### src/rtl/rempty_rptr_fwft_fifo.sv
// Read-side control for the async FIFO: binary/Gray read pointers, registered empty flag and a
// first-word-fall-through output register. Define RFIFO_ALMOST_EMPTY_EN for a registered almost-empty flag.
module rempty_rptr_fwft_fifo #(
  parameter int ADDRSIZE      = 4,
  parameter int DATASIZE      = 8,
  parameter int AEMPTY_THRESH = 2
) (
  input  logic                wclk,
  input  logic                wrst,
  input  logic [ADDRSIZE:0]   rq2_wptr,
  input  logic [DATASIZE-1:0] rdata_mem,
  output logic [ADDRSIZE-1:0] raddr,
  output logic [ADDRSIZE:0]   rptr,
  output logic                rempty,
  output logic [DATASIZE-1:0] dout,
  output logic                dout_valid,
  input  logic                dout_ready,
  output logic                aempty
);

  logic [ADDRSIZE:0]   rbin_q, rbin_d;
  logic [ADDRSIZE:0]   rptr_q, rgray_d;
  logic                rempty_q, rempty_d;
  logic [DATASIZE-1:0] dout_q, dout_d;
  logic                dout_valid_q, dout_valid_d;
  logic                pop;

  // A RAM word moves into the output register whenever that register is free or being drained
  always_comb begin
    pop          = ~rempty_q & (~dout_valid_q | dout_ready);
    rbin_d       = rbin_q + (ADDRSIZE+1)'(pop);
    rgray_d      = rbin_d ^ (rbin_d >> 1);
    rempty_d     = (rgray_d == rq2_wptr);
    dout_d       = dout_q;
    dout_valid_d = dout_valid_q;
    if (pop) begin
      dout_d       = rdata_mem;
      dout_valid_d = 1'b1;
    end else if (dout_ready) begin
      dout_valid_d = 1'b0;
    end
  end

  // Stage p0: pointers, empty flag and output register
  always_ff @(posedge wclk or posedge wrst) begin
    if (wrst) begin
      rbin_q       <= '0;
      rptr_q       <= '0;
      rempty_q     <= 1'b1;
      dout_q       <= '0;
      dout_valid_q <= 1'b0;
    end else begin
      rbin_q       <= rbin_d;
      rptr_q       <= rgray_d;
      rempty_q     <= rempty_d;
      dout_q       <= dout_d;
      dout_valid_q <= dout_valid_d;
    end
  end

  assign raddr      = rbin_q[ADDRSIZE-1:0];
  assign rptr       = rptr_q;
  assign rempty     = rempty_q;
  assign dout       = dout_q;
  assign dout_valid = dout_valid_q;

`ifdef RFIFO_ALMOST_EMPTY_EN
  localparam logic [ADDRSIZE:0] AE_TH = (ADDRSIZE+1)'(AEMPTY_THRESH);

  logic [ADDRSIZE:0] wbin_s;
  logic [ADDRSIZE:0] level;
  logic              aempty_q, aempty_d;

  // Level is measured against the post-pop pointer so the flag lines up with rempty
  always_comb begin
    wbin_s           = '0;
    wbin_s[ADDRSIZE] = rq2_wptr[ADDRSIZE];
    for (int i = ADDRSIZE - 1; i >= 0; i--) begin
      wbin_s[i] = wbin_s[i+1] ^ rq2_wptr[i];
    end
    level    = wbin_s - rbin_d;
    aempty_d = (level <= AE_TH);
  end

  always_ff @(posedge wclk or posedge wrst) begin
    if (wrst) begin
      aempty_q <= 1'b1;
    end else begin
      aempty_q <= aempty_d;
    end
  end

  assign aempty = aempty_q;
`else
  assign aempty = rempty_q;
`endif

endmodule
### config.mk
export PLATFORM = sky130hd
export DESIGN_NAME = rempty_rptr_fwft_fifo
export DESIGN_NICKNAME = d
export VERILOG_FILES = /design/src/rtl/rempty_rptr_fwft_fifo.sv
export SDC_FILE = /design/constraint.sdc
export NUM_CORES = 1
export LEC_CHECK = 0
export ABC_AREA = 0
export CAP_MARGIN = 10
export CORE_UTILIZATION = 36
export CTS_BUF_LIST = sky130_fd_sc_hd__clkbuf_16
export CTS_CLUSTER_SIZE = 28
export DETAILED_ROUTE_END_ITERATION = 8
export PLACE_DENSITY = 0.77
export SLEW_MARGIN = 20
export SYNTH_ARGS = -nofsm -noshare
export SYNTH_HDL_FRONTEND = slang
export SYNTH_SLANG_ARGS = --single-unit
### constraint.sdc
create_clock -name wclk -period 2.2 [get_ports wclk]
set_input_delay 0.55 -clock wclk [delete_from_list [all_inputs] [get_ports wclk]]
set_output_delay 0.55 -clock wclk [all_outputs]
set_load 0.02 [all_outputs]
==> impl_metrics.ini <==
[placement]
dp_hpwl_um = 1260
post-place-ws_ns = -0.396
place.port_buffers = 35
gp_congestion = 0.775

[worst_setup_path]
worstPathArrival_ns = 2.25
critical_path.n_buffers_inverters = 2
reg2reg_depth = 7
cp.required_ns = 2.36
r2r_start = aempty
crit_type = input pin to flop
slowest_delay_ns = 0.37
end_kind = flop
cp_slowest_cell = or3_1
start_kind = input pin
crit_family = simple AND/OR/NAND/NOR gates
path_max_fanout = 3
reg2reg_slack_ns = 0.18
crit_path_cell_trace = dlygate4sd2_1 -> inv_2 -> a21oi_4 -> ha_4 -> ha_4 -> xor2_2 -> xor2_1 -> or3_1 -> a221oi_2
r2r_end = aempty
cpMostUsedCell = ha_4

[power]
clkPwrFrac_pct = 16.3
p_int_mw = 1.41
power.density_nw_per_um2 = 1570
p_sw_mw = 0.781
ir_drop_mv = 1.02
leakagePower_nw = 0.595
pwr-share-seq_pct = 28.5
comb_power_share_pct = 55.1
p_sw_share_pct = 35.6

[sta]
final.min_clock_period_ns = 2.09
finClkSkew_ns = 0.00140
rsz0062_at_grt = no
tightest_slew_ns = 0.292
max_clock_freq_ghz = 0.479
fin_setup_tns_ns = 0
hold_violations = 0
slew_viol_final = 0
setup_viol = 0
finalWorstSetupSlack_ns = 0.110
post-route-period-util_pct = 95.0
hold_slack_ns = 0.500
maxSlewHeadroom_pct = 80.6

[synth]
post_synth_instance_area_um2 = 807
syn-num-nets = 75
yosysTopAreaCell = dfrtp_1
syn_avg_cell_area_um2 = 14.2
synthTopCellsByArea = dfrtp_1 56%, mux2_2 11%, xor2_1 7.6%
synthesis.instances = 57
synth_top_area_share_pct = 55.8
ys_seq_elements = 19
synth_warnings = 0
ys_types = 15
ys_seq_area_share_pct = 59.1

[finish]
syn2layout_area_growth_pct = 73.2
drive_gt1_share_pct = 29.5
seqCellArea_um2 = 477
num-nets-final = 124
n_antenna_cell = 0
final_common_cell = clkdlybuf4s50_1
multiInputGateArea_um2 = 364
fin_util_pct = 68.4
fill_cells = 162
mostFrequentLayoutCells = 34 x clkdlybuf4s50_1, 18 x dfrtp_1, 10 x buf_4, 8 x mux2_2, 5 x xor2_1

[routing]
wl_per_cell_um = 12.7
top_layer = met4
dr_wl_met3_um = 82
drtIter0Drc = 3
wirelength_um = 1680
dr.pass1.iters = 4
detail-route-antenna-nets = 0
num_vias = 598
drc_errors = 0
wl_met2_um = 815
drt-met1-wl_um = 742
vias_per_cell = 4.53

[floorplanning]
boundaryPins = 36
die_area_um2 = 2430
core.rowCount = 16
start_util_pct = 39.5
fp.dieH_um = 49.3
core_area_um2 = 2040
die_x_um = 49.3

[clocking]
clock-sinks = 19
hold_buffers = 0
cts_root_buffer = clkbuf_16
cts_tree = built
clock_path_buffers = 2
clk_latency_ns = 0.24
cts_inserted_buffers = 3
h-tree-depth = 1
path_clk_slew_ns = 0.05

[global_routing]
grt_pass1_wl_um = 2990
gr-total-overflow = 0
antenna_found_initial = 0
grtUsageTotal_pct = 16.7
grt_pass1_vias = 632
grt_start_max_net_pins = 20

[min_path]
hold_end = dout_valid
hp-start = aempty
hold_path.class = flop to flop
hold_depth = 1

[run_status]
status = completed

[job]
maxCapViolations = 0
stage by stage:
step / area, um^2 / total power, mW / instances
2_1_floorplan: 860 / 1.27 / 57
3_3_place_gp: 1300 / 1.76 / 126
3_5_place_dp: 1300 / 1.79 / 126
4_1_cts: 1400 / 2.21 / 132
5_1_grt: 1400 / 2.34 / 132
6_report: 1400 / 2.20 / 132
final cells by class:
class	instances	area share (%)
Clock buffer	3	5.37
Inverter	5	1.34
Sequential cell	19	34.1
Clock inverter	1	0.358
Timing Repair Buffer	45	30.3
Multi-Input combinational cell	32	26.1
Tap cell	27	2.42
Yosys cell counts, drive strengths merged:
cell type and n:
nand3 4, a21boi 1, mux2 8, ha 2, a221oi 1, dfstp 1
or3 2, xor3 1, a21oi 1, xnor2 4, inv 5, o21ai 1
dfrtp 18, xor2 7, buf 1
what timing repair did:
| item | 4_1_cts | 5_1_grt |
|---|---|---|
| cloned | 0 | 0 |
| pin swaps | 5 | 3 |
| gates resized for setup | 3 | 0 |
| setup endpoints to repair | 1 | 1 |
| setup buffers | 2 | 0 |
state kept, by name, summed over array words and instances (netlist names):
register	flops
rbin_q	5
dout	8
aempty	1
rptr	4
dout_valid	1
worst max-delay path by stage:
| stage | start | end | slack [ns] | cells after the start |
|---|---|---|---|---|
| finish | dout_ready | aempty | 0.11 | 9 |
| global placement | dout_ready | aempty | -0.36 | 9 |
| floorplan | dout_ready | aempty | 0.009 | 8 |
| detailed placement | dout_ready | aempty | -0.40 | 9 |
| CTS | dout_ready | aempty | 0.11 | 9 |
| global route | dout_ready | aempty | 0.01 | 9 |
power by group through the flow:
stage          clock, mW  sequential (mW)  combinational [mW]
2_1_floorplan          0            0.790               0.483
3_3_place_gp           0            0.617                1.14
3_5_place_dp           0            0.624                1.17
4_1_cts            0.367            0.628                1.22
5_1_grt            0.384            0.646                1.31
6_report           0.359            0.626                1.21
cells by family (layout without fill, tap and decap cells):
| group | after synthesis | after routing | share of synthesized area (%) |
|---|---|---|---|
| AO/OA/AOI/OAI | 4 | 4 | 4.50 |
| multiplexers | 8 | 8 | 11.2 |
| AND/OR/NAND/NOR | 6 | 6 | 4.03 |
| adder cells (fa/ha/maj) | 2 | 2 | 3.10 |
| buffers and inverters | 6 | 54 | 3.26 |
| XOR/XNOR | 12 | 12 | 14.9 |
| flip-flops | 19 | 19 | 59.1 |
routing by layer:
metal | vias up | global-route usage (%)
met4 | 0 | 5.88
li1 | 283 | -
met5 | - | 0
met2 | 27 | 28.1
met3 | 4 | 4.05
met1 | 284 | 20.8
(Power assumes the default switching activity.)
